`src/rtl/program_mem_loader_if.sv`:
```
// Load and fetch port bundle for program_mem_loader: byte-serial valid/ready
// load channel plus the zero-latency instruction fetch path.
interface program_mem_loader_if #(
  parameter int unsigned Bits     = 8,
  parameter int unsigned AddrBits = 4
);
  logic                load_valid;
  logic [Bits-1:0]     load_data;
  logic                load_ready;
  logic [AddrBits-1:0] ProgramAddress;
  logic [Bits-1:0]     instruction_data;

  modport master (
    output load_valid, load_data, ProgramAddress,
    input  load_ready, instruction_data
  );

  modport slave (
    input  load_valid, load_data, ProgramAddress,
    output load_ready, instruction_data
  );
endinterface

```
`src/rtl/program_mem_loader.sv`:
```
// Instruction memory for the K2 core: loads a program byte-serially while holding
// the core in reset, then serves fetches. Optional macro: LOADER_CHECKSUM_EN.
module program_mem_loader #(
  parameter int unsigned Bits     = 8,
  parameter int unsigned AddrBits = 4
) (
  input  logic                clk,
  input  logic                rst_n,
  program_mem_loader_if.slave lif,
  input  logic                start,
  input  logic                reload,
  output logic                core_rst_n,
  output logic [AddrBits-1:0] wr_ptr,
  output logic                loading,
  output logic [Bits-1:0]     checksum
);

  localparam int unsigned DEPTH = 2 ** AddrBits;
  localparam logic [0:0] LOAD = 1'b0;
  localparam logic [0:0] RUN  = 1'b1;

  logic [0:0]          state;
  logic [0:0]          state_nxt;
  logic [AddrBits-1:0] wr_ptr_nxt;
  logic                accept;
  logic                last_word;
  logic [Bits-1:0]     mem [DEPTH];

  // Status and handshake are decoded straight from the state.
  assign lif.load_ready       = (state == LOAD);
  assign loading              = (state == LOAD);
  assign accept               = (state == LOAD) && lif.load_valid;
  assign last_word            = (wr_ptr == AddrBits'(DEPTH - 1));
  assign lif.instruction_data = mem[lif.ProgramAddress];

  // State register.
  always_ff @(posedge clk) begin
    if (!rst_n) begin
      state      <= LOAD;
      wr_ptr     <= '0;
      core_rst_n <= 1'b0;
    end else begin
      state      <= state_nxt;
      wr_ptr     <= wr_ptr_nxt;
      core_rst_n <= (state_nxt == RUN);
    end
  end

  // Next-state logic; a start coinciding with a valid still writes that word.
  always_comb begin
    state_nxt  = state;
    wr_ptr_nxt = wr_ptr;
    case (state)
      LOAD: begin
        if (accept) begin
          wr_ptr_nxt = wr_ptr + AddrBits'(1);
        end
        if (start || (accept && last_word)) begin
          state_nxt = RUN;
        end
      end
      RUN: begin
        if (reload) begin
          state_nxt  = LOAD;
          wr_ptr_nxt = '0;
        end
      end
      default: begin
        state_nxt  = LOAD;
        wr_ptr_nxt = '0;
      end
    endcase
  end

  // Storage is cleared only by reset; a reload overwrites from address 0 upward.
  always_ff @(posedge clk) begin
    if (!rst_n) begin
      mem <= '{default: '0};
    end else if (accept) begin
      mem[wr_ptr] <= lif.load_data;
    end
  end

`ifdef LOADER_CHECKSUM_EN
  logic [Bits-1:0] sum_q;

  // Modulo-2**Bits sum of accepted words, restarted on each reload.
  always_ff @(posedge clk) begin
    if (!rst_n) begin
      sum_q <= '0;
    end else if (accept) begin
      sum_q <= sum_q + lif.load_data;
    end else if ((state == RUN) && reload) begin
      sum_q <= '0;
    end
  end

  assign checksum = sum_q;
`else
  assign checksum = '0;
`endif

endmodule

```
`src/flat_wrapper.sv`:
```
// flat-port wrapper written by rule: the top's interface ports become plain ports
module program_mem_loader_flat 
#(
  parameter int unsigned Bits     = 8,
  parameter int unsigned AddrBits = 4
)
  (clk, rst_n, start, reload, core_rst_n, wr_ptr, loading, checksum, lif_load_valid, lif_load_data, lif_ProgramAddress, lif_load_ready, lif_instruction_data);
  program_mem_loader_if #(.Bits(Bits), .AddrBits(AddrBits)) lif_i ();
  input  logic clk;
  input  logic rst_n;
  input  logic start;
  input  logic reload;
  output logic core_rst_n;
  output logic [AddrBits-1:0] wr_ptr;
  output logic loading;
  output logic [Bits-1:0] checksum;
  input wire logic [$bits(lif_i.load_valid)-1:0] lif_load_valid;
  input wire logic [$bits(lif_i.load_data)-1:0] lif_load_data;
  input wire logic [$bits(lif_i.ProgramAddress)-1:0] lif_ProgramAddress;
  output wire logic [$bits(lif_i.load_ready)-1:0] lif_load_ready;
  output wire logic [$bits(lif_i.instruction_data)-1:0] lif_instruction_data;
  assign lif_i.load_valid = lif_load_valid;
  assign lif_i.load_data = lif_load_data;
  assign lif_i.ProgramAddress = lif_ProgramAddress;
  assign lif_load_ready = lif_i.load_ready;
  assign lif_instruction_data = lif_i.instruction_data;
  program_mem_loader #(.Bits(Bits), .AddrBits(AddrBits)) u_core (.clk(clk), .rst_n(rst_n), .lif(lif_i), .start(start), .reload(reload), .core_rst_n(core_rst_n), .wr_ptr(wr_ptr), .loading(loading), .checksum(checksum));
endmodule
```
`config.mk`:
```
export PLATFORM = sky130hd
export DESIGN_NAME = program_mem_loader_flat
export DESIGN_NICKNAME = d
export VERILOG_FILES = /design/src/rtl/program_mem_loader_if.sv /design/src/rtl/program_mem_loader.sv /design/src/flat_wrapper.sv
export SDC_FILE = /design/constraint.sdc
export NUM_CORES = 1
export LEC_CHECK = 0
export CORE_ASPECT_RATIO = 0.75
export CORE_UTILIZATION = 60
export CTS_BUF_LIST = sky130_fd_sc_hd__clkbuf_2 sky130_fd_sc_hd__clkbuf_4 sky130_fd_sc_hd__clkbuf_8
export DETAILED_ROUTE_END_ITERATION = 16
export GPL_ROUTABILITY_DRIVEN = 0
export PLACE_DENSITY = 0.8
export SETUP_SLACK_MARGIN = 0.15
export SKIP_LAST_GASP = 1
export SYNTH_ARGS = -nofsm -noshare
export SYNTH_HDL_FRONTEND = slang
export SYNTH_SLANG_ARGS = --single-unit
```
`constraint.sdc`:
```
create_clock -name clk -period 2.3 [get_ports clk]
set_input_delay 0.46 -clock clk [delete_from_list [all_inputs] [get_ports clk]]
set_output_delay 0.46 -clock clk [all_outputs]
set_load 0.02 [all_outputs]
```
==> impl_metrics.env <==
export IMPL_worst_path_required_time_ns=1.84
export IMPL_multi_input_comb_area_mm2=0.00355
export IMPL_clockRootBuffer="sky130_fd_sc_hd__clkbuf_8"
export IMPL_grt_start_max_net_pins=134
export IMPL_syn_avg_cell_area_um2=9.17
export IMPL_boundaryPins=40
export IMPL_cts_buffers=17
export IMPL_hp_start="u_core.mem[23]"
export IMPL_final_period_utilization_pct=97.7
export IMPL_die_area_mm2=0.0116
export IMPL_post_synth_main_area_contributors="sky130_fd_sc_hd__dfxtp_1 (40%), sky130_fd_sc_hd__a21boi_0 (11%), sky130_fd_sc_hd__nand3_1 (9.6%), sky130_fd_sc_hd__o21ai_0 (9.6%), sky130_fd_sc_hd__mux4_1 (7.1%)"
export IMPL_routed_via_count=5957
export IMPL_worst_hold_path_type="reg -> reg"
export IMPL_timing_hold_worst_endpoint="u_core.mem[23]"
export IMPL_sequential_cell_area_mm2=0.00267
export IMPL_htreeDepth=4
export IMPL_fp_dieW_um=124
export IMPL_worst_endpoint_arrival_ns=1.79
export IMPL_max_slew_worst_pin_slew_ns=0.709
export IMPL_antenna_left=0
export IMPL_finalInstanceArea_mm2=0.00764
export IMPL_postSynth_topFlopCell="sky130_fd_sc_hd__dfxtp_1"
export IMPL_synth_edf_count=0
export IMPL_grt_overflow_total=0
export IMPL_syn_cell_area_mm2=0.00670
export IMPL_cts_hold_buffers_added=0
export IMPL_route_detailed_wl_per_inst_um=22.5
export IMPL_setup_worst_path_end_class="primary output"
export IMPL_rows=33
export IMPL_clock_pin_slew_on_the_worst_setup_and_hold_paths_ns=0.08
export IMPL_timing_critical_path_cells="mux4_4 -> a22oi_2 -> nand2_2 -> buf_6"
export IMPL_place_port_buffers=31
export IMPL_rrSetupSlack_ns=0.56
export IMPL_cp_slowest_cell="sky130_fd_sc_hd__mux4_4"
export IMPL_num_antenna_cells=0
export IMPL_drcViolationCount=0
export IMPL_startpoint_type="flop"
export IMPL_setup_violations_final=0
export IMPL_yosys_cell_count_top_type="sky130_fd_sc_hd__dfxtp_1"
export IMPL_design_final_nets=733
export IMPL_post_dp_hpwl_um=10200
export IMPL_antenna_violations_before_repair=0
export IMPL_final_max_slew_viol_count=0
export IMPL_ff2ff_path_depth=6
export IMPL_crit_type="reg -> out"
export IMPL_synth_async_reset_ratio_pct=0
export IMPL_final_fill_count=810
export IMPL_initial_utilization_pct=61.4
export IMPL_synthToLayoutAreaGrowth_pct=14.0
export IMPL_avgViaCountPerCell=6.89
export IMPL_grt_pass1_wl_um=30800
export IMPL_die_y_um=93.5
export IMPL_core_mm2=0.0109
export IMPL_synth_warnings=0
export IMPL_hold_path_cell_count=2
export IMPL_vdd_ir_drop_max_mv=0.406
export IMPL_clock_tree_from_tritoncts="built"
export IMPL_rsz_0062_raised_after_global_routing="yes"
export IMPL_synth_top_area_cell="sky130_fd_sc_hd__dfxtp_1"
export IMPL_drt_wl_total_um=19400
export IMPL_max_freq_mhz=445
export IMPL_drive_above_1_share_pct=18.8
export IMPL_finalCoreUtilization_pct=70.1
export IMPL_critPathMaxFanout=2
export IMPL_synth_commonest_cells="sky130_fd_sc_hd__dfxtp_1 (133), sky130_fd_sc_hd__nand3_1 (128), sky130_fd_sc_hd__o21ai_0 (128), sky130_fd_sc_hd__a21boi_0 (101), sky130_fd_sc_hd__clkbuf_1 (63)"
export IMPL_regToRegEndpoint="u_core.mem[57]"
export IMPL_cts_sinks=133
export IMPL_area_share_of_the_largest_cell_type_after_synthesis_pct=39.8
export IMPL_hold_violations=0
export IMPL_grt_pass1_vias=5931
export IMPL_clock_skew_final_ns=0.0105
export IMPL_ctsLongestPathBuffers=2
export IMPL_outcome="finished clean"
export IMPL_synth_cell_types=32
export IMPL_power_density_mw_per_mm2=630
export IMPL_post_dp_cell_area_mm2=0.00703
export IMPL_yosysSeqAreaShare_pct=39.8
export IMPL_yosys_register_bits=133
export IMPL_r2r_start="u_core.wr_ptr[0]"
export IMPL_clk_latency_ns=0.45
export IMPL_detail_route_iter0_violations=844
export IMPL_timing_final_crit_period_ns=2.25
export IMPL_drt_first_pass_iters=6
export IMPL_maxSlewHeadroom_pct=52.6
export IMPL_leakage_nw=2.54
export IMPL_synth_cells=730
export IMPL_maxCapViolCount=0
export IMPL_grtUsageTotal_pct=35.5
export IMPL_timing_critical_path_slowest_cell_delay_ns=0.60
==> worst max path at each step <==
stage | depth (start not counted) | from | end | slack (ns)
after floorplan | 5 | lif_ProgramAddress[0] | lif_instruction_data[1] | 0.26
after global placement | 6 | lif_ProgramAddress[1] | lif_instruction_data[7] | -0.58
after detailed placement | 6 | lif_ProgramAddress[1] | lif_instruction_data[7] | -0.60
after CTS | 4 | u_core.mem[111] | lif_instruction_data[7] | 0.05
after global routing | 4 | u_core.mem[111] | lif_instruction_data[7] | 0.02
final | 4 | u_core.mem[111] | lif_instruction_data[7] | 0.05
==> cells by family (layout without fill, tap and decap cells) <==
kind of cell	count (synthesis)	after routing	synth area share [%]
multiplexers	33	33	12.0
buffers and inverters	112	100	8.13
other	1	8	0.0560
AO/OA/AOI/OAI	278	278	26.4
flip-flops	133	133	39.8
AND/OR/NAND/NOR	169	169	13.0
adder cells (fa/ha/maj)	4	4	0.747
==> critical path: cells and delay by family (launching register included) <==
| family | cells | cell delay [ns] |
|---|---|---|
| AND/OR/NAND/NOR | 1 | 0.09 |
| multiplexers | 1 | 0.60 |
| buffers and inverters | 1 | 0.14 |
| AO/OA/AOI/OAI | 1 | 0.19 |
| flip-flops | 1 | 0.32 |
==> layout by cell type, fill, tap and decap left out, drive strengths merged, types with 3 or more instances in the layout <==
| cell type | instances |
|---|---|
| conb | 8 |
| a21oi | 3 |
| and3b | 4 |
| ha | 4 |
| mux4 | 32 |
| nand3b | 4 |
| and2 | 3 |
| buf | 45 |
| a22oi | 17 |
| dfxtp | 133 |
| nand3 | 128 |
| clkinv | 6 |
| inv | 3 |
| a21boi | 128 |
| nor2b | 5 |
| clkdlybuf4s50 | 18 |
| nand2b | 3 |
| o21ai | 128 |
| nand2 | 13 |
| nor2 | 5 |
| clkbuf | 23 |
==> power breakdown <==
| part | switching, W | internal [W] | leakage (nW) |
|---|---|---|---|
| registers | 0.0000197 | 0.00232 | 1.08 |
| logic | 0.000280 | 0.000197 | 1.25 |
| clock network | 0.000912 | 0.00108 | 0.210 |
==> per-layer routing <==
metal  routed length [µm]  part of all wire (%)  global-route usage [%]  up-vias
met5                    0                     0                       0        -
li1                     -                     -                       -     2597
met2                 9100                    47                    55.1      400
met1                 7940                    41                    45.2     2916
met4                  427                   2.2                    16.4        0
met3                 1980                    10                    10.7       44
==> layout make-up <==
type,count,share of cell area [%]
timing repair buffer,65,10.9
multi-input combinational,492,46.5
clock buffer,23,3.90
inverter,3,0.147
sequential,133,35.0
tap,140,2.29
clock inverter,9,1.33
==> sequential cells by signal (all words and copies together) (netlist names) <==
signal	cells
u_core.core_rst_n	1
u_core.mem	128
u_core.wr_ptr	4
==> timing repair <==
| action | 4_1_cts | 5_1_grt |
|---|---|---|
| cloned | 4 | 0 |
| gates resized for setup | 80 | 28 |
| pin swaps | 13 | 10 |
| setup buffers | 2 | 0 |
| endpoints found under the setup margin | 13 | 9 |
==> stage by stage <==
stage / total power (W) / std cells / worst slack (ns) / hold slack [ns] / TNS [ns]
2_1_floorplan: 0.00267 / 737 / 0.257 / 0.448 / 0
3_3_place_gp: 0.00280 / 827 / -0.582 / 0.456 / -4.30
3_5_place_dp: 0.00281 / 827 / -0.599 / 0.467 / -4.38
4_1_cts: 0.00479 / 865 / 0.0496 / 0.478 / 0
5_1_grt: 0.00492 / 865 / 0.0181 / 0.496 / 0
6_report: 0.00481 / 865 / 0.0538 / 0.477 / 0
Note: power is estimated with default switching activity, not from simulation.
